$ cat src/rtl/btn_ctrl_pkg.sv
// Shared constants for the button controller.
// Holds the default parameter values (SAMPLE_W, DB_DEPTH, LP_TICKS) and the
// speed encoding (SPEED_SLOW, SPEED_FAST) used by btn_ctrl.
package btn_ctrl_pkg;

  localparam int unsigned SAMPLE_W = 16;
  localparam int unsigned DB_DEPTH = 4;
  localparam int unsigned LP_TICKS = 64;

  localparam logic SPEED_SLOW = 1'b0;
  localparam logic SPEED_FAST = 1'b1;

endpackage

$ cat src/rtl/btn_debounce.sv
// Single-button conditioner: 2-flop synchroniser, DB_DEPTH-sample history
// taken on each prescaler tick, debounced level, and a one-cycle registered
// press pulse on a 0->1 change of the debounced level.
//
// Ports:
//   clk_i    system clock
//   rst_ni   asynchronous active-low reset
//   tick_i   shared sample tick (one cycle wide)
//   btn_i    raw asynchronous button
//   level_o  debounced level
//   press_o  one-cycle press pulse, the cycle after level_o rises
module btn_debounce #(
  parameter int unsigned DB_DEPTH = btn_ctrl_pkg::DB_DEPTH
) (
  input  logic clk_i,
  input  logic rst_ni,
  input  logic tick_i,
  input  logic btn_i,
  output logic level_o,
  output logic press_o
);

  logic [1:0]          sync_q;
  logic [DB_DEPTH-1:0] hist_q, hist_d;
  logic                level_q, level_d;
  logic                level_dly_q;
  logic                press_q;

  always_comb begin
    hist_d  = hist_q;
    level_d = level_q;
    if (tick_i) begin
      hist_d = {hist_q[DB_DEPTH-2:0], sync_q[1]};
      // Level follows the history only when it is unanimous; mixed histories hold.
      if (&hist_d) begin
        level_d = 1'b1;
      end else if (~|hist_d) begin
        level_d = 1'b0;
      end
    end
  end

  always_ff @(posedge clk_i or negedge rst_ni) begin
    if (!rst_ni) begin
      sync_q      <= '0;
      hist_q      <= '0;
      level_q     <= 1'b0;
      level_dly_q <= 1'b0;
      press_q     <= 1'b0;
    end else begin
      sync_q      <= {sync_q[0], btn_i};
      hist_q      <= hist_d;
      level_q     <= level_d;
      level_dly_q <= level_q;
      press_q     <= level_q & ~level_dly_q;
    end
  end

  assign level_o = level_q;
  assign press_o = press_q;

endmodule

$ cat src/rtl/btn_ctrl.sv
// Button controller: debounces three pushbuttons and turns their presses into
// registered enable / speed / LED-reset controls for a downstream LED stage.
//
// Ports:
//   clk        system clock (rising edge)
//   rst_n      asynchronous active-low reset
//   btn_en     raw enable button  -> toggles en
//   btn_speed  raw speed button   -> toggles speed
//   btn_rst    raw reset button   -> one-cycle led_rst, clears en and speed
//   en, speed, led_rst  registered outputs (led_rst is 1 while rst_n is low)
//
// Build option: define BTN_CTRL_LONGPRESS_EN to clear en and speed once per
// hold when the debounced enable button stays high for LP_TICKS sample ticks.
module btn_ctrl
  import btn_ctrl_pkg::*;
#(
  parameter int unsigned SAMPLE_W = btn_ctrl_pkg::SAMPLE_W,
  parameter int unsigned DB_DEPTH = btn_ctrl_pkg::DB_DEPTH,
  parameter int unsigned LP_TICKS = btn_ctrl_pkg::LP_TICKS
) (
  input  logic clk,
  input  logic rst_n,
  input  logic btn_en,
  input  logic btn_speed,
  input  logic btn_rst,
  output logic en,
  output logic speed,
  output logic led_rst
);

  logic [SAMPLE_W-1:0] cnt_q;
  logic                tick;

  logic level_en, level_speed, level_rst;
  logic press_en, press_speed, press_rst;
  logic lp_hit;

  logic en_q, en_d;
  logic speed_q, speed_d;
  logic led_rst_q, led_rst_d;

  // Free-running prescaler; tick marks its all-ones cycle.
  always_ff @(posedge clk or negedge rst_n) begin
    if (!rst_n) begin
      cnt_q <= '0;
    end else begin
      cnt_q <= cnt_q + SAMPLE_W'(1);
    end
  end

  assign tick = &cnt_q;

  btn_debounce #(
    .DB_DEPTH (DB_DEPTH)
  ) u_db_en (
    .clk_i   (clk),
    .rst_ni  (rst_n),
    .tick_i  (tick),
    .btn_i   (btn_en),
    .level_o (level_en),
    .press_o (press_en)
  );

  btn_debounce #(
    .DB_DEPTH (DB_DEPTH)
  ) u_db_speed (
    .clk_i   (clk),
    .rst_ni  (rst_n),
    .tick_i  (tick),
    .btn_i   (btn_speed),
    .level_o (level_speed),
    .press_o (press_speed)
  );

  btn_debounce #(
    .DB_DEPTH (DB_DEPTH)
  ) u_db_rst (
    .clk_i   (clk),
    .rst_ni  (rst_n),
    .tick_i  (tick),
    .btn_i   (btn_rst),
    .level_o (level_rst),
    .press_o (press_rst)
  );

`ifdef BTN_CTRL_LONGPRESS_EN
  localparam int unsigned      LpW   = $clog2(LP_TICKS + 1);
  localparam logic [LpW-1:0]   LpMax = LpW'(LP_TICKS);

  logic [LpW-1:0] lp_cnt_q, lp_cnt_d;
  logic           lp_hit_q, lp_hit_d;

  always_comb begin
    lp_cnt_d = lp_cnt_q;
    if (!level_en) begin
      lp_cnt_d = '0;
    end else if (tick && (lp_cnt_q != LpMax)) begin
      lp_cnt_d = lp_cnt_q + LpW'(1);
    end
    // Fires only on the transition into saturation, so once per hold.
    lp_hit_d = (lp_cnt_d == LpMax) && (lp_cnt_q != LpMax);
  end

  always_ff @(posedge clk or negedge rst_n) begin
    if (!rst_n) begin
      lp_cnt_q <= '0;
      lp_hit_q <= 1'b0;
    end else begin
      lp_cnt_q <= lp_cnt_d;
      lp_hit_q <= lp_hit_d;
    end
  end

  assign lp_hit = lp_hit_q;

  logic unused_levels;
  assign unused_levels = ^{level_speed, level_rst};
`else
  assign lp_hit = 1'b0;

  // Hold length has no effect in this build; levels and LP_TICKS are not needed.
  logic unused_levels;
  assign unused_levels = ^{level_en, level_speed, level_rst, LP_TICKS[0]};
`endif

  always_comb begin
    en_d      = en_q;
    speed_d   = speed_q;
    led_rst_d = 1'b0;
    if (press_en) begin
      en_d = ~en_q;
    end
    if (press_speed) begin
      speed_d = (speed_q == SPEED_FAST) ? SPEED_SLOW : SPEED_FAST;
    end
    if (lp_hit) begin
      en_d    = 1'b0;
      speed_d = SPEED_SLOW;
    end
    // LED reset has the final word over any same-cycle toggle.
    if (press_rst) begin
      en_d      = 1'b0;
      speed_d   = SPEED_SLOW;
      led_rst_d = 1'b1;
    end
  end

  always_ff @(posedge clk or negedge rst_n) begin
    if (!rst_n) begin
      en_q      <= 1'b0;
      speed_q   <= SPEED_SLOW;
      led_rst_q <= 1'b1;
    end else begin
      en_q      <= en_d;
      speed_q   <= speed_d;
      led_rst_q <= led_rst_d;
    end
  end

  assign en      = en_q;
  assign speed   = speed_q;
  assign led_rst = led_rst_q;

endmodule

$ cat config.mk
export PLATFORM = sky130hd
export DESIGN_NAME = btn_ctrl
export DESIGN_NICKNAME = d
export VERILOG_FILES = /design/src/rtl/btn_ctrl_pkg.sv /design/src/rtl/btn_debounce.sv /design/src/rtl/btn_ctrl.sv
export SDC_FILE = /design/constraint.sdc
export NUM_CORES = 1
export LEC_CHECK = 0
export ABC_AREA = 1
export BUFFER_PORTS_ARGS = -buffer_cell sky130_fd_sc_hd__buf_2
export CORE_UTILIZATION = 60
export DETAILED_ROUTE_END_ITERATION = 7
export PLACE_DENSITY = 0.77
export SLEW_MARGIN = 10
export SYNTH_ARGS = -nofsm -noshare
export SYNTH_HDL_FRONTEND = slang
export SYNTH_SLANG_ARGS = --single-unit
$ cat constraint.sdc
create_clock -name clk -period 2.9 [get_ports clk]
set_input_delay 0.435 -clock clk [delete_from_list [all_inputs] [get_ports clk]]
set_output_delay 0.435 -clock clk [all_outputs]
set_load 0.01 [all_outputs]
==> results of run 1 <==
==> state kept, by name (all words and copies together) (netlist names), 2 cells and up <==
signal / flops
cnt_q: 16
u_db_en.hist_q: 3
u_db_rst.hist_q: 3
u_db_speed.hist_q: 3
u_db_en.sync_q: 2
u_db_rst.sync_q: 2
u_db_speed.sync_q: 2
==> synth_stat cells <==
master and n:
nor2_4 1, nand3_2 1, dfstp_2 1, nand3_1 3, a21oi_1 5, nand4_1 5
xor2_1 10, inv_2 1, dfrtp_1 42, nor3_1 3, nor2_2 3, clkinv_4 1
nor2_1 17, nand2_1 65, xnor2_1 1, nand2_4 1, ha_1 1, o21bai_1 2
inv_1 23, nand3b_1 3, clkinv_2 1, nor2_8 1, nand2_2 5
==> power by group through the flow <==
stage / Sequential, mW / Combinational [mW] / Clock (mW)
after global routing: 0.607 / 0.0185 / 0.483
after CTS: 0.606 / 0.0163 / 0.468
after global placement: 0.617 / 0.0158 / 0
after floorplan: 0.617 / 0.00186 / 0
final: 0.606 / 0.0152 / 0.455
after detailed placement: 0.618 / 0.0162 / 0
==> worst min-delay path by stage <==
stage	start	end	slack, ps	cells past startpoint
2_1_floorplan	rst_n	cnt_q[0]	140	0
3_3_place_gp	u_db_speed.sync_q[0]	u_db_speed.sync_q[1]	330	0
3_5_place_dp	u_db_rst.sync_q[0]	u_db_rst.sync_q[1]	340	0
4_1_cts	btn_en	u_db_en.sync_q[0]	170	1
5_1_grt	btn_en	u_db_en.sync_q[0]	160	1
6_report	rst_n	cnt_q[13]	180	1
==> cell usage in the layout, fill, tap and decap left out, drive strengths merged <==
cell and instances:
a21oi 5, buf 7, bufinv 2, clkbuf 6, clkinv 2, dfrtp 42, dfstp 1, ha 1
inv 24, nand2 71, nand3 4, nand3b 3, nand4 5, nor2 22, nor3 3, o21bai 2
xnor2 1, xor2 10
==> cell families (layout without fill, tap and decap cells) <==
| kind of cell | after synthesis | in the layout |
|---|---|---|
| simple gates | 108 | 108 |
| fa+ha+maj | 1 | 1 |
| buf+inv | 26 | 41 |
| xor+xnor | 11 | 11 |
| flops | 43 | 43 |
| compound gates | 7 | 7 |
==> final cells by class <==
type | count | area (µm²)
inverter | 26 | 104
tap | 31 | 38.8
multi-input combinational | 127 | 643
sequential | 43 | 1080
timing repair buffer | 7 | 35.0
clock buffer | 6 | 41.3
clock inverter | 2 | 60.1
fill | 223 | 830
==> layer usage <==
metal / GRT usage (%) / part of all wire [%]
met5: 0 / 0
met4: 12.5 / 1.1
met3: 4.76 / 3.3
met2: 34.3 / 49
met1: 25.5 / 47
==> stage by stage <==
step	utilization, %	hold slack, ps
3_3_place_gp	67.1	334
6_report	70.7	182
2_1_floorplan	-	139
4_1_cts	70.7	166
3_5_place_dp	67.1	345
5_1_grt	70.7	163
==> results.sh, run 1 <==
export IMPL_synth_largest_area_cell="dfrtp_1"
export IMPL_postLayoutCellArea_um2=2000
export IMPL_status="complete, no violations"
export IMPL_rsz0062_at_grt="no"
export IMPL_first_iter_violations=38
export IMPL_cts_hold_buffers=0
export IMPL_ys_seq_elements=43
export IMPL_numPortBuffers=7
export IMPL_critPathBufInv=2
export IMPL_via_per_inst=5.21
export IMPL_skew_ps=9.95
export IMPL_reg2reg_depth=9
export IMPL_r2r_slack_ps=1460
export IMPL_grt_usage_pct=20.9
export IMPL_yosys_area_share_simple_pct=27.1
export IMPL_place_area_um2=1900
export IMPL_p_sw_mw=0.201
export IMPL_power_share_clock_pct=42.3
export IMPL_setup_viol=0
export IMPL_antenna_diode_count=0
export IMPL_cts_resized=0
export IMPL_slowest_stage="dfrtp_1"
export IMPL_yosysUniqueCellTypes=23
export IMPL_drive_gt1_share_pct=14.2
export IMPL_min_period_over_period_pct=49.6
export IMPL_drc=0
export IMPL_setup_worst_path_start_class="flop"
export IMPL_finalHoldViolCount=0
export IMPL_first_pass_iters=4
export IMPL_hp_class="input pin to asynchronous set/reset pin"
export IMPL_tightest_slew_ps=897
export IMPL_gp_congestion=0.802
export IMPL_grt_pass1_wl_um=5030
export IMPL_initial_utilization_pct=64.5
export IMPL_synth_top_cells_by_area="dfrtp_1 58%, nand2_1 13%, xor2_1 4.8%, inv_1 4.7%, nor2_1 3.5%"
export IMPL_synth_xor_area_share_pct=5.28
export IMPL_max_slew_margin_pct=40.2
export IMPL_grt_max_degree=44
export IMPL_clk_path_buf_depth=2
export IMPL_wirelength_um=2830
export IMPL_combPwrFrac_pct=1.4
export IMPL_end_kind="flop"
export IMPL_place_hpwl_um=2040
export IMPL_ant_nets=0
export IMPL_synth_net_count=202
export IMPL_cp_depth=9
export IMPL_num_rows=19
export IMPL_ios=8
export IMPL_die_w_um=57.1
export IMPL_vias=1260
export IMPL_place_ws_ps=1470
export IMPL_cp_arrival_ps=1680
export IMPL_cts_tree="done"
export IMPL_grt_antenna_before_repair=0
export IMPL_slowest_delay_ps=420
export IMPL_yosysWarnings=0
export IMPL_synth_area_um2=1820
export IMPL_fin_total_pwr_mw=1.08
export IMPL_h_tree_depth=2
export IMPL_setup_tns_ps=0
export IMPL_dp_cells=234
export IMPL_path_delay_family="simple AND/OR/NAND/NOR gates"
export IMPL_cts_setup_buffers=0
export IMPL_cp_startpoint="cnt_q[0]"
export IMPL_swShare_pct=18.7
export IMPL_core_area_um2=2830
export IMPL_p_int_mw=0.876
export IMPL_ir_worst_vdd_mv=0.523
export IMPL_r2r_end="u_db_en.hist_q[2]"
export IMPL_stdcell_count=242
export IMPL_clkTransAtPathRegs_ps=120
export IMPL_synth_top_area_share_pct=57.6
export IMPL_critPathRequiredTime_ps=3150
export IMPL_path_class="flop to flop"
export IMPL_die_area_um2=3260
export IMPL_wl_per_cell_um=11.7
export IMPL_synth_compound_area_share_pct=2.19
export IMPL_fmax_mhz=695
export IMPL_drv_cap=0
export IMPL_crit_end="u_db_en.hist_q[2]"
export IMPL_root_buffer="clkbuf_4"
export IMPL_grt_overflow_total=0
export IMPL_clk_latency_ps=350
export IMPL_crit_path_cell_trace="ha_1 > nand2_2 > nor2_4 > nand2_2 > clkinv_2 > nand2_4 > clkinv_4 > nand2_1 > nand2_1"
export IMPL_p_leak_nw=1.10
export IMPL_clock_sinks=43
export IMPL_period_needed_ps=1440
export IMPL_nets=216
export IMPL_p_seq_share_pct=56.3
export IMPL_die_h_um=57.1
export IMPL_grt_pass1_vias=1237
export IMPL_path_max_fanout=10
export IMPL_numCtsBuffers=5
export IMPL_ys_seq_area_share_pct=59.1
export IMPL_synth_top_family_by_area="simple AND/OR/NAND/NOR gates"
export IMPL_synthAdderAreaFrac_pct=0.686
export IMPL_syn_inst=196
export IMPL_drv_slew=0
export IMPL_regToRegStartpoint="cnt_q[0]"
export IMPL_fin_ws_ps=1460
export IMPL_syn2layout_area_growth_pct=9.60
export IMPL_power_per_cell_area_nw_per_um2=538
export IMPL_synth_mux_area_fraction_pct=0
export IMPL_synth_avg_cell_area_um2=9.31
(Power assumes the default switching activity.)
==> inputs of run 2 (changes only) <==
--- a/config.mk
+++ b/config.mk
@@ -7,9 +7,9 @@
 export LEC_CHECK = 0
 export ABC_AREA = 1
 export BUFFER_PORTS_ARGS = -buffer_cell sky130_fd_sc_hd__buf_2
-export CORE_UTILIZATION = 60
+export CORE_UTILIZATION = 59
 export DETAILED_ROUTE_END_ITERATION = 7
-export PLACE_DENSITY = 0.77
+export PLACE_DENSITY = 0.76
 export SLEW_MARGIN = 10
 export SYNTH_ARGS = -nofsm -noshare
 export SYNTH_HDL_FRONTEND = slang
==> constraint.sdc (replaced) <==
create_clock -name clk -period 1.46 [get_ports clk]
set_input_delay 0.219 -clock clk [delete_from_list [all_inputs] [get_ports clk]]
set_output_delay 0.219 -clock clk [all_outputs]
set_load 0.01 [all_outputs]
==> run 2 against run 1 <==
The flow now finishes with violations (design-rule violations). Global-route usage grew 1.3 points. Register-to-register slack got worse by 1300 ps. Clock power rose by 67%. Total power grew 87%. Clock-buffer cell count stayed put. Final cell count rose by 2.5%. Clock skew increased by 5.0 ps. Largest cell class unchanged. Largest power group unchanged. Highest routed layer unchanged.
==> results.sh, run 2 (synthesis results as in run 1) <==
export IMPL_fin_total_pwr_mw=2.01
export IMPL_grt_pass1_wl_um=5340
export IMPL_antenna_diode_count=0
export IMPL_wirelength_um=2870
export IMPL_setup_tns_ps=0
export IMPL_first_pass_iters=8
export IMPL_tightest_slew_ps=469
export IMPL_root_buffer="clkbuf_4"
export IMPL_p_seq_share_pct=59.9
export IMPL_cp_arrival_ps=1580
export IMPL_finalHoldViolCount=0
export IMPL_num_rows=19
export IMPL_path_class="flop to flop"
export IMPL_gp_congestion=0.784
export IMPL_critPathRequiredTime_ps=1700
export IMPL_min_period_over_period_pct=91.4
export IMPL_clk_latency_ps=350
export IMPL_fin_ws_ps=126
export IMPL_path_max_fanout=10
export IMPL_ios=8
export IMPL_syn2layout_area_growth_pct=13.2
export IMPL_grt_pass1_vias=1298
export IMPL_clk_path_buf_depth=2
export IMPL_p_sw_mw=0.388
export IMPL_setup_worst_path_start_class="flop"
export IMPL_initial_utilization_pct=63.9
export IMPL_h_tree_depth=2
export IMPL_slowest_stage="dfrtp_1"
export IMPL_die_h_um=57.6
export IMPL_grt_antenna_before_repair=0
export IMPL_power_share_clock_pct=37.8
export IMPL_fillCellCount=222
export IMPL_setup_viol=0
export IMPL_place_hpwl_um=2130
export IMPL_regArea_um2=1080
export IMPL_core_area_um2=2850
export IMPL_combPwrFrac_pct=2.2
export IMPL_swShare_pct=19.3
export IMPL_ant_nets=0
export IMPL_numPortBuffers=7
export IMPL_power_per_cell_area_nw_per_um2=973
export IMPL_max_slew_margin_pct=68.8
export IMPL_drive_gt1_share_pct=15.7
export IMPL_ir_worst_vdd_mv=0.804
export IMPL_grt_usage_pct=22.3
export IMPL_period_needed_ps=1330
export IMPL_place_ws_ps=14.9
export IMPL_clkTransAtPathRegs_ps=110
export IMPL_crit_path_cell_trace="ha_2 > nand2_2 > nor2_4 > nand2_2 > inv_4 > nand2_8 > clkinv_4 > nand2_1 > nand2_1"
export IMPL_multi_input_area_um2=654
export IMPL_die_area_um2=3320
export IMPL_numCtsBuffers=5
export IMPL_reg2reg_depth=9
export IMPL_grt_max_degree=25
export IMPL_die_w_um=57.6
export IMPL_first_iter_violations=45
export IMPL_grt_overflow_total=0
export IMPL_nets=222
export IMPL_p_leak_nw=1.11
export IMPL_final_common_cell="nand2_1"
export IMPL_end_kind="flop"
export IMPL_layout_common_cells="65 x nand2_1, 42 x dfrtp_1, 23 x inv_1"
export IMPL_violations="design-rule violations"
export IMPL_max_flop_register="cnt_q"
export IMPL_drv_cap=0
export IMPL_rsz0062_at_grt="no"
export IMPL_largest_reg_flops=16
export IMPL_hp_class="input pin to asynchronous set/reset pin"
export IMPL_clock_sinks=43
export IMPL_drv_slew=0
export IMPL_drc=1
export IMPL_cts_tree="done"
export IMPL_fmax_mhz=750
export IMPL_status="finished with violations"
export IMPL_skew_ps=14.9
export IMPL_via_per_inst=5.17
export IMPL_vias=1281
export IMPL_wl_per_cell_um=11.6
export IMPL_p_int_mw=1.62
export IMPL_slowest_delay_ps=410
==> run 2: worst paths after layout <==
path                                       from              endpoint  slack (ps)
setup reg to reg                       cnt_q[1]     u_db_en.hist_q[2]         130
max in group asynchronous                 rst_n               led_rst         560
min in group clk           u_db_speed.sync_q[0]  u_db_speed.sync_q[1]         360
hold reg to reg            u_db_speed.sync_q[0]  u_db_speed.sync_q[1]         360
hold / removal                            rst_n              cnt_q[9]         340
setup / recovery                       cnt_q[1]     u_db_en.hist_q[2]         130
==> run 2: layer usage <==
| metal | wire length, µm | track usage, % | up-vias |
|---|---|---|---|
| met2 | 1330 | 35.5 | 33 |
| met4 | 74 | 14.6 | 0 |
| met5 | 0 | 0 | - |
| li1 | - | - | 638 |
| met1 | 1340 | 27.4 | 600 |
| met3 | 120 | 4.76 | 10 |
==> run 2: timing repair <==
| item | in CTS | in global routing |
|---|---|---|
| hold endpoints to repair | 22 | 0 |
| endpoints found under the setup margin | 4 | 9 |
| setup buffers | 1 | 0 |
| hold buffers | 4 | 0 |
| gates resized for setup | 0 | 3 |
==> run 2: per-stage QoR <==
step / hold slack [ps] / cell area [µm²] / instances / util [%]
after floorplan: -76.6 / 1820 / 196 / -
after global placement: 190 / 1920 / 235 / 67.2
after detailed placement: 204 / 1920 / 235 / 67.2
after CTS: 347 / 2050 / 248 / 71.9
after global routing: 368 / 2060 / 248 / 72.4
final: 343 / 2060 / 248 / 72.4
==> run 2: final cells by class <==
type / instances / area share [%]
multi-input combinational: 127 / 31.7
clock inverter: 2 / 1.70
tap: 31 / 1.88
inverter: 26 / 5.09
timing repair buffer: 13 / 4.97
sequential: 43 / 52.2
clock buffer: 6 / 2.48
==> run 2: power groups by stage <==
stage,logic (mW),clock network (mW),registers (mW)
CTS,0.0474,0.786,1.20
global route,0.0536,0.830,1.21
finish,0.0451,0.760,1.20
global placement,0.0378,0,1.23
floorplan,0.00370,0,1.23
detailed placement,0.0395,0,1.23
==> run 2: critical path: cells and delay by family (launching register included) <==
kind / cells / cell delay [ps]
flip-flops: 1 / 410
buffers and inverters: 2 / 150
adder cells (fa/ha/maj): 1 / 200
AND/OR/NAND/NOR: 6 / 480
==> inputs of run 3 (changes only) <==
--- a/config.mk
+++ b/config.mk
@@ -9,7 +9,7 @@
 export BUFFER_PORTS_ARGS = -buffer_cell sky130_fd_sc_hd__buf_2
 export CORE_UTILIZATION = 59
 export DETAILED_ROUTE_END_ITERATION = 7
-export PLACE_DENSITY = 0.76
+export PLACE_DENSITY = 0.77
 export SLEW_MARGIN = 10
 export SYNTH_ARGS = -nofsm -noshare
 export SYNTH_HDL_FRONTEND = slang
==> run 3 against run 2 <==
First-iteration DRC count increased by 11%. Critical path type unchanged. The run now ends clean. Via count fell by 1.6%. Sequential share of layout area increased by 0.77 points. Final cell count unchanged. Sequential power hardly changed. Sequential cell count unchanged.
==> results.sh, run 3 (synthesis results as in run 1) <==
export IMPL_syn2layout_area_growth_pct=11.5
export IMPL_initial_utilization_pct=63.9
export IMPL_met2WireLength_um=1340
export IMPL_die_area_um2=3320
export IMPL_gp_congestion=0.820
export IMPL_grt_pass1_vias=1217
export IMPL_max_slew_margin_pct=68.9
export IMPL_h_tree_depth=2
export IMPL_period_needed_ps=1370
export IMPL_drv_slew=0
export IMPL_postLayoutCellArea_um2=2030
export IMPL_via_per_inst=5.08
export IMPL_max_flop_register="cnt_q"
export IMPL_p_leak_nw=1.08
export IMPL_numCtsBuffers=5
export IMPL_setup_viol=0
export IMPL_wl_met1_um=1290
export IMPL_grt_pass1_wl_um=5110
export IMPL_root_buffer="clkbuf_4"
export IMPL_drv_cap=0
export IMPL_dp_cells=235
export IMPL_top_layer="met4"
export IMPL_core_area_um2=2850
export IMPL_place_ws_ps=18.6
export IMPL_finalHoldViolCount=0
export IMPL_grt_usage_pct=21.4
export IMPL_rsz0062_at_grt="no"
export IMPL_die_h_um=57.6
export IMPL_regArea_um2=1080
export IMPL_antenna_diode_count=0
export IMPL_wl_per_cell_um=11.3
export IMPL_path_max_fanout=10
export IMPL_place_hpwl_um=2070
export IMPL_r2r_end="u_db_rst.hist_q[1]"
export IMPL_stdcell_count=248
export IMPL_die_w_um=57.6
export IMPL_p_sw_mw=0.407
export IMPL_p_seq_share_pct=66.6
export IMPL_fin_total_pwr_mw=1.81
export IMPL_swShare_pct=22.5
export IMPL_clk_latency_ps=350
export IMPL_wirelength_um=2810
export IMPL_ant_nets=0
export IMPL_layout_common_cells="65 x nand2_1, 42 x dfrtp_1, 23 x inv_1"
export IMPL_cts_tree="done"
export IMPL_cp_arrival_ps=1620
export IMPL_grt_max_degree=24
export IMPL_first_iter_violations=50
export IMPL_grt_antenna_before_repair=0
export IMPL_tightest_slew_ps=467
export IMPL_first_pass_iters=4
export IMPL_p_int_mw=1.40
export IMPL_setup_tns_ps=0
export IMPL_fillCellCount=207
export IMPL_ir_worst_vdd_mv=0.746
export IMPL_clock_sinks=43
export IMPL_place_area_um2=1920
export IMPL_nets=222
export IMPL_power_share_clock_pct=30.9
export IMPL_final_common_cell="nand2_1"
export IMPL_hp_class="input pin to asynchronous set/reset pin"
export IMPL_fin_ws_ps=94.4
export IMPL_min_period_over_period_pct=93.5
export IMPL_combPwrFrac_pct=2.5
export IMPL_critPathRequiredTime_ps=1710
export IMPL_power_per_cell_area_nw_per_um2=889
export IMPL_r2r_slack_ps=90
export IMPL_end_kind="flop"
export IMPL_drc=0
export IMPL_vias=1261
export IMPL_largest_reg_flops=16
export IMPL_regToRegStartpoint="cnt_q[0]"
export IMPL_multi_input_area_um2=654
export IMPL_skew_ps=10.4
export IMPL_fmax_mhz=732
export IMPL_numPortBuffers=7
export IMPL_ios=8
export IMPL_drive_gt1_share_pct=15.7
export IMPL_path_class="flop to flop"
export IMPL_wl_met3_um=135
export IMPL_clkTransAtPathRegs_ps=120
export IMPL_setup_worst_path_start_class="flop"
export IMPL_num_rows=19
export IMPL_status="complete, no violations"
export IMPL_grt_overflow_total=0
export IMPL_clk_path_buf_depth=2
export IMPL_cp_startpoint="cnt_q[0]"
export IMPL_reg2reg_depth=9
==> run 3: changes by cell type in the layout (fill, tap and decap cells not counted), sizes merged <==
cell	delta
clkinvlp	+2
bufinv	-1
clkinv	+1
inv	-1
clkbuf	-1
==> run 3: worst max-delay path: stages, from the launching register on <==
cell      delay, ps
dfrtp_1         400
ha_2            200
nand2_2          80
nor2_4           40
nand2_2         100
clkinv_2        100
nand2_8         110
clkinv_4         90
nand2_1          80
nand2_1          60
==> run 3: power by group through the flow <==
stage,clock network (mW),logic (mW),registers [mW]
after floorplan,0,0.00370,1.23
after global placement,0,0.0377,1.23
after detailed placement,0,0.0385,1.23
after CTS,0.589,0.0466,1.20
after global routing,0.629,0.0522,1.21
final,0.559,0.0446,1.20
==> run 3: final cells by class <==
| class | instances | area share, % |
|---|---|---|
| inverter | 26 | 5.10 |
| clock buffer | 5 | 1.85 |
| sequential | 43 | 53.0 |
| timing repair buffer | 13 | 5.04 |
| clock inverter | 3 | 0.984 |
| multi-input combinational | 127 | 32.2 |
| tap | 31 | 1.91 |
==> run 3: what timing repair did <==
item / CTS / global route
hold buffers: 4 / 0
resized for setup: 0 / 2
setup buffers: 0 / 1
endpoints found under the hold margin: 22 / 0
endpoints found under the setup margin: 0 / 9
==> run 3: layer usage <==
layer	track usage (%)	vias up
met4	9.76	0
met1	26.6	595
li1	-	633
met3	7.48	4
met2	33.7	29
met5	0	-
==> run 3: worst max path at each step <==
stage | endpoint | slack [ps] | cells after the start
2_1_floorplan | u_db_en.hist_q[2] | 150 | 9
3_3_place_gp | u_db_en.hist_q[2] | 90 | 9
3_5_place_dp | u_db_rst.hist_q[1] | 20 | 9
4_1_cts | u_db_rst.hist_q[1] | 10 | 9
5_1_grt | u_db_en.hist_q[1] | 10 | 9
6_report | u_db_rst.hist_q[1] | 90 | 9
==> run 3: stage by stage <==
step	hold WS, ps	util [%]
after detailed placement	202	67.2
after global routing	358	71.3
after floorplan	-76.6	-
after CTS	327	70.7
final	332	71.3
after global placement	192	67.2
